[config.mk]
export PLATFORM = sky130hd
export DESIGN_NAME = sram_arbiter
export DESIGN_NICKNAME = d
export VERILOG_FILES = /design/src/rtl/sram_arbiter_pkg.sv /design/src/rtl/sram_arbiter_rr_pick.sv /design/src/rtl/sram_arbiter.sv
export SDC_FILE = /design/constraint.sdc
export NUM_CORES = 1
export LEC_CHECK = 0
export CORE_ASPECT_RATIO = 0.9
export CORE_MARGIN = 2
export CORE_UTILIZATION = 25
export CTS_BUF_LIST = sky130_fd_sc_hd__clkbuf_2
export DETAILED_ROUTE_END_ITERATION = 6
export GPL_ROUTABILITY_DRIVEN = 0
export GPL_TIMING_DRIVEN = 0
export PLACE_DENSITY_LB_ADDON = 0.05
export SETUP_SLACK_MARGIN = 0.4
export SYNTH_ARGS = -nofsm -noshare
export SYNTH_HDL_FRONTEND = slang
export SYNTH_HIERARCHICAL = 1
export SYNTH_SLANG_ARGS = --single-unit
[constraint.sdc]
create_clock -name CLOCK_50_I -period 5.15 [get_ports CLOCK_50_I]
set_input_delay 1.03 -clock CLOCK_50_I [delete_from_list [all_inputs] [get_ports CLOCK_50_I]]
set_output_delay 1.03 -clock CLOCK_50_I [all_outputs]
set_load 0.005 [all_outputs]
[src/rtl/sram_arbiter_pkg.sv]
// Shared decoder constants: arbiter states, frame buffer base addresses and
// fixed requester slots on the external SRAM port.
package sram_arbiter_pkg;

    typedef enum logic {
        S_ARB_IDLE,
        S_ARB_OWN
    } arb_state_e;

    localparam logic [17:0] U_BASE_ADDRESS   = 18'd38400;
    localparam logic [17:0] V_BASE_ADDRESS   = 18'd57600;
    localparam logic [17:0] RGB_BASE_ADDRESS = 18'd146944;

    localparam int unsigned REQ_M1       = 0;
    localparam int unsigned REQ_M2_FETCH = 1;
    localparam int unsigned REQ_M2_WB    = 2;
    localparam int unsigned REQ_SPARE    = 3;

endpackage

[src/rtl/sram_arbiter_rr_pick.sv]
// Round-robin priority select: first requesting index at or after ptr,
// wrapping modulo NUM_REQ.
module sram_arbiter_rr_pick #(
    parameter int unsigned NUM_REQ = 4,
    parameter int unsigned IDX_W   = 2
) (
    input  logic [NUM_REQ-1:0] req,
    input  logic [IDX_W-1:0]   ptr,
    output logic [IDX_W-1:0]   idx,
    output logic               found
);

    int j;

    // Walk from farthest to nearest so the closest requester wins last.
    always_comb begin
        idx   = '0;
        found = 1'b0;
        j     = 0;
        for (int k = int'(NUM_REQ) - 1; k >= 0; k--) begin
            j = int'(ptr) + k;
            if (j >= int'(NUM_REQ)) begin
                j = j - int'(NUM_REQ);
            end
            if (req[IDX_W'(j)]) begin
                idx   = IDX_W'(j);
                found = 1'b1;
            end
        end
    end

endmodule

[src/rtl/sram_arbiter.sv]
// Single-port SRAM arbiter: round-robin ownership with capped bursts,
// registered SRAM side and fixed-latency tagged read return.
module sram_arbiter
    import sram_arbiter_pkg::*;
#(
    parameter int unsigned NUM_REQ      = 4,
    parameter int unsigned ADDR_W       = 18,
    parameter int unsigned DATA_W       = 16,
    parameter int unsigned READ_LATENCY = 2,
    parameter int unsigned MAX_BURST    = 64
) (
    input  logic                      CLOCK_50_I,
    input  logic                      reset,
    input  logic [NUM_REQ-1:0]        req,
    input  logic [NUM_REQ-1:0]        req_we_n,
    input  logic [NUM_REQ*ADDR_W-1:0] req_addr,
    input  logic [NUM_REQ*DATA_W-1:0] req_wdata,
    output logic [NUM_REQ-1:0]        gnt,
    output logic [DATA_W-1:0]         rdata,
    output logic [NUM_REQ-1:0]        rdata_valid,
    input  logic [DATA_W-1:0]         SRAM_read_data,
    output logic [ADDR_W-1:0]         SRAM_address,
    output logic [DATA_W-1:0]         SRAM_write_data,
    output logic                      SRAM_we_n,
    output logic                      busy
);

    localparam int unsigned IDX_W  = (NUM_REQ > 1) ? $clog2(NUM_REQ) : 1;
    localparam int unsigned CNT_W  = $clog2(MAX_BURST + 1);
    localparam int unsigned PIPE_D = READ_LATENCY + 1;
    localparam logic [NUM_REQ-1:0] ONE = NUM_REQ'(1);

    arb_state_e             state_q, state_d;
    logic [IDX_W-1:0]       owner_q, owner_d;
    logic [IDX_W-1:0]       ptr_q, ptr_d;
    logic [CNT_W-1:0]       cnt_q, cnt_d;
    logic [NUM_REQ-1:0]     gnt_q, gnt_d;
    logic                   busy_q, busy_d;
    logic [ADDR_W-1:0]      addr_q, addr_d;
    logic [DATA_W-1:0]      wdata_q, wdata_d;
    logic                   we_n_q, we_n_d;
    logic [PIPE_D-1:0]      pipe_vld_q, pipe_vld_d;
    logic [IDX_W-1:0]       pipe_idx_q [PIPE_D];
    logic [IDX_W-1:0]       pipe_idx_d [PIPE_D];
    logic [DATA_W-1:0]      rdata_q, rdata_d;
    logic [NUM_REQ-1:0]     rdata_valid_q, rdata_valid_d;

    logic [IDX_W-1:0]       pick_idx;
    logic                   pick_found;
    logic                   own_req_c;
    logic                   own_we_n_c;
    logic [ADDR_W-1:0]      own_addr_c;
    logic [DATA_W-1:0]      own_wdata_c;
    logic                   others_c;
    logic                   beat_c;
    logic [IDX_W-1:0]       next_ptr_c;

    sram_arbiter_rr_pick #(
        .NUM_REQ (NUM_REQ),
        .IDX_W   (IDX_W)
    ) u_rr_pick (
        .req   (req),
        .ptr   (ptr_q),
        .idx   (pick_idx),
        .found (pick_found)
    );

    assign own_req_c   = req[owner_q];
    assign own_we_n_c  = req_we_n[owner_q];
    assign own_addr_c  = req_addr[owner_q*ADDR_W +: ADDR_W];
    assign own_wdata_c = req_wdata[owner_q*DATA_W +: DATA_W];
    assign others_c    = |(req & ~(ONE << owner_q));
    assign beat_c      = (state_q == S_ARB_OWN) && own_req_c;
    assign next_ptr_c  = (owner_q == IDX_W'(NUM_REQ - 1)) ? '0 : owner_q + IDX_W'(1);

    always_comb begin
        state_d       = state_q;
        owner_d       = owner_q;
        ptr_d         = ptr_q;
        cnt_d         = cnt_q;
        gnt_d         = gnt_q;
        addr_d        = addr_q;
        wdata_d       = wdata_q;
        we_n_d        = 1'b1;
        pipe_vld_d    = pipe_vld_q;
        pipe_idx_d    = pipe_idx_q;
        rdata_d       = rdata_q;
        rdata_valid_d = '0;

        case (state_q)
            S_ARB_IDLE: begin
                gnt_d = '0;
                if (pick_found) begin
                    owner_d = pick_idx;
                    gnt_d   = ONE << pick_idx;
                    cnt_d   = '0;
                    state_d = S_ARB_OWN;
                end
            end
            S_ARB_OWN: begin
                if (beat_c) begin
                    addr_d  = own_addr_c;
                    wdata_d = own_wdata_c;
                    we_n_d  = own_we_n_c;
                    if (cnt_q == CNT_W'(MAX_BURST - 1)) begin
                        // Cap reached: yield only if someone else is waiting.
                        cnt_d = '0;
                        if (others_c) begin
                            gnt_d   = '0;
                            ptr_d   = next_ptr_c;
                            state_d = S_ARB_IDLE;
                        end
                    end else begin
                        cnt_d = cnt_q + CNT_W'(1);
                    end
                end else begin
                    gnt_d   = '0;
                    ptr_d   = next_ptr_c;
                    cnt_d   = '0;
                    state_d = S_ARB_IDLE;
                end
            end
            default: state_d = S_ARB_IDLE;
        endcase

        busy_d = |gnt_d;

        // Read tag pipeline, aligned with SRAM data arrival.
        pipe_vld_d[0] = beat_c && own_we_n_c;
        pipe_idx_d[0] = owner_q;
        for (int i = 1; i < int'(PIPE_D); i++) begin
            pipe_vld_d[i] = pipe_vld_q[i-1];
            pipe_idx_d[i] = pipe_idx_q[i-1];
        end

        if (pipe_vld_q[PIPE_D-1]) begin
            rdata_d       = SRAM_read_data;
            rdata_valid_d = ONE << pipe_idx_q[PIPE_D-1];
        end
    end

    always_ff @(posedge CLOCK_50_I) begin
        if (reset) begin
            state_q       <= S_ARB_IDLE;
            owner_q       <= '0;
            ptr_q         <= '0;
            cnt_q         <= '0;
            gnt_q         <= '0;
            busy_q        <= 1'b0;
            addr_q        <= '0;
            wdata_q       <= '0;
            we_n_q        <= 1'b1;
            pipe_vld_q    <= '0;
            for (int i = 0; i < int'(PIPE_D); i++) begin
                pipe_idx_q[i] <= '0;
            end
            rdata_q       <= '0;
            rdata_valid_q <= '0;
        end else begin
            state_q       <= state_d;
            owner_q       <= owner_d;
            ptr_q         <= ptr_d;
            cnt_q         <= cnt_d;
            gnt_q         <= gnt_d;
            busy_q        <= busy_d;
            addr_q        <= addr_d;
            wdata_q       <= wdata_d;
            we_n_q        <= we_n_d;
            pipe_vld_q    <= pipe_vld_d;
            pipe_idx_q    <= pipe_idx_d;
            rdata_q       <= rdata_d;
            rdata_valid_q <= rdata_valid_d;
        end
    end

    assign gnt             = gnt_q;
    assign busy            = busy_q;
    assign SRAM_address    = addr_q;
    assign SRAM_write_data = wdata_q;
    assign SRAM_we_n       = we_n_q;
    assign rdata           = rdata_q;
    assign rdata_valid     = rdata_valid_q;

endmodule

==> flow_metrics.py, run 1 <==
metrics = {
    "synthesis": {
        "yosysWarningCount": 6,
        "post-synth-top-area-cell": "sky130_fd_sc_hd__dfxtp_1",
        "post_synth_main_area_contributors": "sky130_fd_sc_hd__dfxtp_1 42%, sky130_fd_sc_hd__mux4_2 20%, sky130_fd_sc_hd__nand2_1 7.7%, sky130_fd_sc_hd__a21oi_1 6.0%, sky130_fd_sc_hd__mux2i_1 4.9%",
        "syn-num-nets": 553,
        "synth_cells": 386,
        "netlist_area_sq_mm": 0.003849,
        "seq_area_frac_synth_pct": 42.13,
        "ys_types": 43,
        "ys_ff_latch": 81,
        "post-synth-top-area-fraction_pct": 42.13,
        "postSynthAreaPerCell_sq_um": 9.971,
    },
    "worst_setup_path": {
        "worst-r2r-setup-slack_ns": 2.46,
        "critPathRequiredTime_ns": 5.64,
        "reg2reg_to": "ptr_q[0]",
        "critical_path_type": "reg2reg",
        "cp-start-kind": "flop",
        "critPathCaptureType": "flop",
        "r2r_start": "owner_q[1]",
        "crit_arrival_ns": 3.18,
        "critical_path_peak_fanout": 10,
        "rr_worst_depth": 9,
    },
    "global_route": {
        "grt_max_degree": 13,
        "antenna_found_initial": 1,
        "first_global_vias": 3796,
        "grt.overflow.total": 0,
        "grt_first_pass_wirelength_um": 19000,
        "grt_use_total_pct": 15.00,
    },
    "clocking": {
        "clkSlewWorstSetupHoldPaths_ns": 0.19,
        "htree_levels": 3,
        "number_of_buffers_created_by_cts": 9,
        "cts_tree": "yes",
        "cts_max_path_buffers": 2,
        "numClockSinks": 81,
        "post_cts_resized": 0,
        "clk_root_buffer_cell": "sky130_fd_sc_hd__clkbuf_2",
        "worstSkewPairLatency_ns": 0.56,
        "cts_hold_repair.buffers": 0,
        "cts_setup_buffers": 0,
    },
    "finish": {
        "most_common_cell_after_layout_fill_and_taps_aside": "sky130_fd_sc_hd__clkdlybuf4s50_1",
        "multi_input_comb_area_sq_mm": 0.002086,
        "seqCellArea_sq_mm": 0.001622,
        "layout-drive-gt1-share_pct": 10.79,
        "fin_nets": 784,
        "num-fill-cells": 1511,
        "flow.area_growth_from_synthesis_pct": 65.83,
        "highest_count_cells_in_the_layout_ignoring_fill_and_taps": "220 x sky130_fd_sc_hd__clkdlybuf4s50_1, 81 x sky130_fd_sc_hd__dfxtp_1, 79 x sky130_fd_sc_hd__nand2_1",
    },
    "power": {
        "design_power_total_mw": 1.332,
        "irDropWorstVdd_mv": 0.08541,
        "power.share.clock_pct": 20.8,
        "switching_component_of_the_power_mw": 0.3726,
        "power_density_mw_per_mm2": 208.6,
        "leakagePower_nw": 2.183,
        "netSwitchingFraction_pct": 27.98,
        "p_int_mw": 0.9590,
        "p_comb_share_pct": 28.3,
        "power.sequential.fraction_pct": 50.9,
    },
    "sta": {
        "worst_slew_pin_slew_ns": 0.7076,
        "slew_viols_final": 0,
        "final.setup.tns_ns": 0,
        "setup_viol": 0,
        "fin_crit_sh_pct": 52.22,
        "final-hold-violation-count": 0,
        "timing.clock.skew_ns": 0.01768,
        "max_freq_mhz": 371.8,
        "unrepaired_setup_endpoints_after_global_routing": "false",
        "post-route-worst-setup-slack_ns": 2.461,
        "min_period_ns": 2.689,
        "slew_headroom_pct": 52.83,
    },
    "floorplanning": {
        "io_pins": 222,
        "initial_core_util_pct": 25.28,
        "die_h_um": 121.7,
        "num_rows": 43,
        "design.die.area_sq_mm": 0.01640,
        "die_w_um": 134.8,
        "core_sq_mm": 0.01523,
    },
    "placed_design": {
        "dpl.hpwl_um": 9868,
        "place_worst_setup_slack_ns": 2.293,
        "port_buffers": 220,
    },
    "drt": {
        "route.antenna.remaining_nets": 0,
        "routedWlPerCell_um": 14.93,
        "avgViaCountPerCell": 4.484,
        "remaining_drc_errors": 0,
        "vias": 3695,
        "drt_pre_antenna_iters": 4,
        "routed_wirelength_um": 12300,
        "detail_route.iter0.violations": 99,
    },
    "min_path": {
        "hold_path_class": "reg2reg",
        "hold-path-cell-count": 1,
        "worst_hold_end": "pipe_idx_q[1]",
        "hold_start": "pipe_idx_d[1]",
    },
    "job": {
        "max_cap_viol_count": 0,
    },
    "outcome": {
        "run_status": "finished, final reports clean",
    },
}
==> worst max-delay path by stage <==
stage,to,depth (start not counted),slack [ns],startpoint
floorplan,ptr_q[0],9,3.00,owner_q[1]
global placement,SRAM_write_data[8],7,2.34,req[3]
detailed placement,SRAM_address[1],7,2.29,req[3]
CTS,ptr_q[0],9,2.39,owner_q[1]
global route,ptr_q[0],9,2.20,owner_q[1]
finish,ptr_q[0],9,2.46,owner_q[1]
==> stage by stage <==
stage          area, sq um  hold WS (ns)  std cells  utilization, %
2_1_floorplan         3849        0.4138        386               -
3_3_place_gp          6304        0.4371        808           41.40
3_5_place_dp          6304        0.4204        808           41.40
4_1_cts               6380        0.4598        823           41.90
5_1_grt               6382        0.4783        824           41.92
6_report              6382        0.4566        824           41.92
==> Yosys cell counts (all sizes together) <==
master,number
a21o,1
dfxtp,81
clkbuf,12
nor3,5
inv,4
nor4b,1
nor2,38
a31oi,1
nand2b,6
mux2i,19
buf,15
nor4bb,2
and3b,1
or4,1
nand2,79
nor4,1
o41ai,1
or3,1
o21ai,5
o22a,1
ha,5
nor2b,7
nand3b,1
and2,1
nor3b,2
a32oi,1
o2111ai,1
mux4,35
o22ai,1
a22oi,2
or2,1
o221a,1
nand3,3
a21oi,47
a211oi,2
and4b,1
==> flip-flops by register name, indices dropped and copies added, names as in the netlist <==
signal and flops:
ptr_q 2, owner_q 2, SRAM_address 18, state_q 1, SRAM_we_n 1, gnt 4, SRAM_write_data 16, cnt_q 7
pipe_idx_d 4, busy 1, pipe_vld_q 3, rdata_valid 4, pipe_idx_q 2, rdata 16
==> power by group through the flow <==
stage | combinational (mW) | clock [mW] | sequential [mW]
6_report | 0.377 | 0.277 | 0.677
5_1_grt | 0.413 | 0.324 | 0.683
4_1_cts | 0.386 | 0.299 | 0.678
3_5_place_dp | 0.384 | 0 | 0.690
3_3_place_gp | 0.382 | 0 | 0.689
2_1_floorplan | 0.166 | 0 | 0.689
==> per-layer routing <==
metal	track usage [%]	vias to the layer above	share of wire (%)
li1	-	1834	-
met1	16.96	1737	39
met2	26.59	114	52
met3	5.285	10	7.8
met4	4.605	0	1.3
met5	0	-	0
==> worst max-delay path: stages, from the launching register on <==
cell,delay [ns]
sky130_fd_sc_hd__dfxtp_1,0.44
sky130_fd_sc_hd__buf_2,0.30
sky130_fd_sc_hd__buf_1,0.47
sky130_fd_sc_hd__inv_1,0.19
sky130_fd_sc_hd__ha_1,0.22
sky130_fd_sc_hd__nand2b_1,0.14
sky130_fd_sc_hd__o2111ai_1,0.12
sky130_fd_sc_hd__a21oi_2,0.18
sky130_fd_sc_hd__or4_1,0.42
sky130_fd_sc_hd__a21oi_1,0.15
==> logic make-up after synthesis <==
kind of cell / count (synthesis) / share of synthesized area (%)
buffers and inverters: 31 / 3.673
muxes: 54 / 25.42
and+or+nand+nor: 151 / 17.65
adders and majority gates: 5 / 1.625
AOI/OAI and AO/OA: 64 / 9.493
DFF: 81 / 42.13
==> final cells by class <==
class	instances	share of cell area [%]
clock buffer	11	0.8626
tap	202	3.960
sequential	81	25.41
clock inverter	4	0.3333
inverter	4	0.2352
antenna	1	0.03921
buffer	27	1.980
multi-input combinational	274	32.68
timing repair buffer	220	34.50
(Power assumes the default switching activity.)
==> run 2, diff against run 1 <==
Clock period 5.15 ns to 2.7 ns, I/O delays scaled along.
==> flow_metrics.py, run 2 (same netlist as run 1, synthesis figures left out) <==
metrics = {
    "outcome": {
        "run_status": "finished, final reports clean",
    },
    "worst_setup_path": {
        "cp-start-kind": "flop",
        "worst-r2r-setup-slack_ns": 0.55,
        "r2r_start": "owner_q[1]",
        "crit_arrival_ns": 2.64,
        "critPathCaptureType": "flop",
        "critical_path_type": "reg2reg",
        "critPathRequiredTime_ns": 3.19,
        "rr_worst_depth": 9,
        "critical_path_peak_fanout": 10,
        "reg2reg_to": "ptr_q[0]",
    },
    "global_route": {
        "grt.overflow.total": 0,
        "grt_first_pass_wirelength_um": 19030,
        "grt_use_total_pct": 15.04,
        "grt_max_degree": 13,
        "antenna_found_initial": 1,
        "first_global_vias": 3800,
    },
    "job": {
        "max_cap_viol_count": 0,
    },
    "min_path": {
        "hold_start": "reset",
        "worst_hold_end": "rdata_valid[1]",
        "hold-path-cell-count": 2,
        "hold_path_class": "in2reg",
    },
    "drt": {
        "drt_pre_antenna_iters": 4,
        "route.antenna.remaining_nets": 0,
        "routed_wirelength_um": 12320,
        "vias": 3728,
        "remaining_drc_errors": 0,
        "detail_route.iter0.violations": 108,
        "routedWlPerCell_um": 14.93,
        "avgViaCountPerCell": 4.519,
    },
    "sta": {
        "slew_headroom_pct": 52.83,
        "post-route-worst-setup-slack_ns": 0.5498,
        "unrepaired_setup_endpoints_after_global_routing": "false",
        "setup_viol": 0,
        "max_freq_mhz": 465.1,
        "slew_viols_final": 0,
        "timing.clock.skew_ns": 0.01371,
        "holdWs_ns": 0.4049,
        "final.setup.tns_ns": 0,
        "final-hold-violation-count": 0,
        "min_period_ns": 2.150,
        "worst_slew_pin_slew_ns": 0.7076,
        "fin_crit_sh_pct": 79.64,
    },
    "clocking": {
        "cts_max_path_buffers": 2,
        "htree_levels": 3,
        "clkSlewWorstSetupHoldPaths_ns": 0.20,
        "number_of_buffers_created_by_cts": 9,
        "worstSkewPairLatency_ns": 0.55,
        "clk_root_buffer_cell": "sky130_fd_sc_hd__clkbuf_2",
        "numClockSinks": 81,
        "cts_tree": "yes",
        "cts_hold_repair.buffers": 0,
    },
    "floorplanning": {
        "die_h_um": 121.7,
        "io_pins": 222,
        "core_sq_mm": 0.01523,
        "num_rows": 43,
        "design.die.area_sq_mm": 0.01640,
        "initial_core_util_pct": 25.28,
        "die_w_um": 134.8,
    },
    "power": {
        "power_density_mw_per_mm2": 396.3,
        "leakagePower_nw": 2.200,
        "irDropWorstVdd_mv": 0.1615,
    },
    "finish": {
        "largest_register_ffs": 18,
        "num-fill-cells": 1508,
        "flow.area_growth_from_synthesis_pct": 67.00,
        "highest_count_cells_in_the_layout_ignoring_fill_and_taps": "220 x sky130_fd_sc_hd__clkdlybuf4s50_1, 79 x sky130_fd_sc_hd__dfxtp_1, 79 x sky130_fd_sc_hd__nand2_1",
        "seqCellArea_sq_mm": 0.001627,
        "layout-drive-gt1-share_pct": 11.41,
        "multi_input_comb_area_sq_mm": 0.002093,
        "most_common_cell_after_layout_fill_and_taps_aside": "sky130_fd_sc_hd__clkdlybuf4s50_1",
        "fin_nets": 785,
        "utilization_pct": 42.21,
    },
    "placed_design": {
        "port_buffers": 220,
        "place_worst_setup_slack_ns": 0.00006128,
        "dpl.hpwl_um": 9868,
    },
}
-- run 2: changes by cell type in the layout (fill, tap and decap cells not counted), sizes merged --
| cell | previous run | this run |
|---|---|---|
| buf | 15 | 16 |
-- run 2: layer usage --
metal	wire length, um	track usage, %	vias to the layer above
met5	0	0	-
met4	141	4.474	0
met3	1011	5.368	8
met2	6385	26.62	118
met1	4777	17.04	1765
li1	-	-	1837
-- run 2: final cells by class --
type	count	share of cell area [%]
Antenna cell	1	0.03893
Buffer	27	2.355
Clock buffer	11	0.8565
Clock inverter	4	0.3309
Inverter	4	0.2336
Multi-Input combinational cell	274	32.57
Sequential cell	81	25.31
Tap cell	202	3.932
Timing Repair Buffer	221	34.38
-- run 2: power breakdown --
part           total (mW)  leakage [nW]  internal, mW  switching [mW]
sequential           1.29         0.659          1.26          0.0356
clock               0.525        0.0552         0.118           0.407
combinational       0.732          1.49         0.465           0.267
-- run 2: worst max path at each step --
| stage | cells past startpoint | slack [ns] | startpoint | to |
|---|---|---|---|---|
| floorplan | 9 | 0.55 | owner_q[1] | ptr_q[0] |
| finish | 9 | 0.55 | owner_q[1] | ptr_q[0] |
| global placement | 9 | 0.02 | owner_q[1] | ptr_q[0] |
| CTS | 9 | 0.42 | owner_q[1] | ptr_q[0] |
| global route | 9 | 0.41 | owner_q[1] | ptr_q[0] |
| detailed placement | 9 | 0.00006 | owner_q[1] | ptr_q[0] |
-- run 2: through the flow --
stage / std cells / cell area (sq um) / power [mW]
after floorplan: 386 / 3849 / 1.632
after global placement: 808 / 6304 / 2.043
after CTS: 823 / 6395 / 2.605
after global routing: 825 / 6427 / 2.719
final: 825 / 6427 / 2.547
after detailed placement: 808 / 6304 / 2.050
-- run 2: worst max-delay path, stage by stage (launching register included) --
cell and delay (ns):
sky130_fd_sc_hd__dfxtp_2 0.41, sky130_fd_sc_hd__buf_4 0.23, sky130_fd_sc_hd__buf_6 0.18, sky130_fd_sc_hd__inv_1 0.09
sky130_fd_sc_hd__ha_1 0.19, sky130_fd_sc_hd__nand2b_1 0.14, sky130_fd_sc_hd__o2111ai_1 0.15, sky130_fd_sc_hd__a21oi_4 0.15
sky130_fd_sc_hd__or4_1 0.41, sky130_fd_sc_hd__a21oi_1 0.15
-- run 2: repair_timing --
| action | in CTS | in global routing |
|---|---|---|
| hold endpoints to repair | 0 | 0 |
| setup endpoints to repair | 8 | 1 |
| resized for setup | 6 | 6 |
| buffers inserted | 0 | 1 |
==> run 3, diff against run 2 <==
Clock period 2.7 ns to 1.8 ns, I/O delays scaled along.
==> flow_metrics.py, run 3 (same netlist as run 1, synthesis figures left out) <==
metrics = {
    "outcome": {
        "run_status": "finished, final reports clean",
    },
    "sta": {
        "min_period_ns": 1.760,
        "unrepaired_setup_endpoints_after_global_routing": "true",
        "setup_viol": 0,
        "holdWs_ns": 0.2271,
        "slew_headroom_pct": 57.41,
        "worst_slew_pin_slew_ns": 0.6388,
        "slew_viols_final": 0,
        "fin_crit_sh_pct": 97.75,
        "max_freq_mhz": 568.3,
        "timing.clock.skew_ns": 0.02325,
        "final-hold-violation-count": 0,
        "post-route-worst-setup-slack_ns": 0.04042,
    },
    "floorplanning": {
        "num_rows": 43,
        "die_h_um": 121.7,
        "core_sq_mm": 0.01523,
        "initial_core_util_pct": 25.28,
        "die_w_um": 134.8,
        "design.die.area_sq_mm": 0.01640,
        "io_pins": 222,
    },
    "finish": {
        "fin_nets": 820,
        "largest_register_ffs": 18,
        "flow.area_growth_from_synthesis_pct": 82.64,
        "most_common_cell_after_layout_fill_and_taps_aside": "sky130_fd_sc_hd__clkdlybuf4s50_1",
        "utilization_pct": 46.17,
        "layout-drive-gt1-share_pct": 37.99,
        "highest_count_cells_in_the_layout_ignoring_fill_and_taps": "160 x sky130_fd_sc_hd__clkdlybuf4s50_1, 79 x sky130_fd_sc_hd__nand2_1, 59 x sky130_fd_sc_hd__dfxtp_2",
    },
    "global_route": {
        "first_global_vias": 4036,
        "grt_use_total_pct": 15.70,
        "grt_first_pass_wirelength_um": 19840,
        "antenna_found_initial": 1,
        "grt_max_degree": 16,
        "grt.overflow.total": 0,
    },
    "clocking": {
        "clkSlewWorstSetupHoldPaths_ns": 0.25,
        "clk_root_buffer_cell": "sky130_fd_sc_hd__clkbuf_2",
        "worstSkewPairLatency_ns": 0.58,
        "cts_max_path_buffers": 2,
        "number_of_buffers_created_by_cts": 9,
        "htree_levels": 3,
        "cts_tree": "yes",
        "numClockSinks": 81,
    },
    "worst_setup_path": {
        "critPathRequiredTime_ns": 2.34,
        "critical_path_peak_fanout": 8,
        "crit_start": "owner_q[0]",
        "cp-start-kind": "flop",
        "crit_arrival_ns": 2.30,
        "critical_path_type": "reg2reg",
        "r2r_start": "owner_q[0]",
        "critPathCaptureType": "flop",
    },
    "drt": {
        "route.antenna.remaining_nets": 0,
        "drt_pre_antenna_iters": 4,
        "avgViaCountPerCell": 4.518,
        "met1Wirelength_um": 5196,
        "routedWlPerCell_um": 15.20,
        "routed.top_layer": "met4",
        "detailroute.wirelength.met2_um": 6676,
        "remaining_drc_errors": 0,
        "dr_wl_met3_um": 883,
        "routed_wirelength_um": 13090,
        "detail_route.iter0.violations": 112,
        "vias": 3890,
    },
    "placed_design": {
        "place_worst_setup_slack_ns": -0.4725,
        "dpl.hpwl_um": 9917,
        "port_buffers": 220,
    },
    "min_path": {
        "hold_path_class": "in2reg",
        "hold_start": "reset",
    },
    "power": {
        "power_density_mw_per_mm2": 613.3,
        "leakagePower_nw": 2.663,
        "design_power_total_mw": 4.311,
        "irDropWorstVdd_mv": 0.3184,
    },
    "job": {
        "max_cap_viol_count": 0,
    },
}
==> run 3: power by group <==
part / internal [mW] / leakage (nW) / total [mW] / switching (mW)
combinational: 0.850 / 1.90 / 1.31 / 0.456
clock: 0.337 / 0.0773 / 1.04 / 0.706
sequential: 1.90 / 0.686 / 1.96 / 0.0650
total: 3.08 / 2.66 / 4.31 / 1.23
==> run 3: through the flow <==
step	std cells	area [sq um]	setup TNS, ns
floorplan	386	3986	0
global placement	808	6441	-15.08
detailed placement	808	6441	-16.65
CTS	853	6873	0
global route	861	7029	-0.1440
finish	861	7029	0
==> run 3: final timing paths <==
| check | to | slack (ns) | cells past startpoint |
|---|---|---|---|
| setup reg to reg | ptr_q[0] | 0.04 | 9 |
| hold reg to reg | pipe_idx_d[1] | 0.46 | 1 |
| hold / removal | rdata_valid[2] | 0.23 | 2 |
| setup / recovery | ptr_q[0] | 0.04 | 9 |
==> run 3: routing by layer <==
| layer | vias to the layer above | global-route usage [%] |
|---|---|---|
| met2 | 130 | 27.35 |
| met1 | 1842 | 18.01 |
| met4 | 0 | 6.842 |
| met3 | 20 | 4.411 |
| met5 | - | 0 |
| li1 | 1898 | - |
==> run 3: critical path, stage by stage (launching register included) <==
cell                        delay (ns)
sky130_fd_sc_hd__dfxtp_4          0.44
sky130_fd_sc_hd__buf_12           0.11
sky130_fd_sc_hd__buf_12           0.10
sky130_fd_sc_hd__inv_8            0.03
sky130_fd_sc_hd__ha_4             0.14
sky130_fd_sc_hd__nand2b_4         0.14
sky130_fd_sc_hd__o2111ai_4        0.11
sky130_fd_sc_hd__a21oi_4          0.12
sky130_fd_sc_hd__or4_4            0.42
sky130_fd_sc_hd__a21oi_2          0.11
==> run 3: timing repair <==
item,CTS,global route
endpoints found under the hold margin,0,0
resized for setup,351,21
buffers inserted,27,7
pin swaps,4,6
gates cloned,2,0
hold buffers,0,0
setup endpoints to repair,110,123
==> run 3: final cells by class <==
cell class	count	area, sq um
multi-input cells	274	2210
repair buffers	256	2465
diodes	1	2.502
flip-flops and latches	81	1703
well taps	202	252.7
clock inverters	7	77.57
fillers	1470	8197
clock buffers	9	45.04
inverters	4	25.02
plain buffers	27	249.0
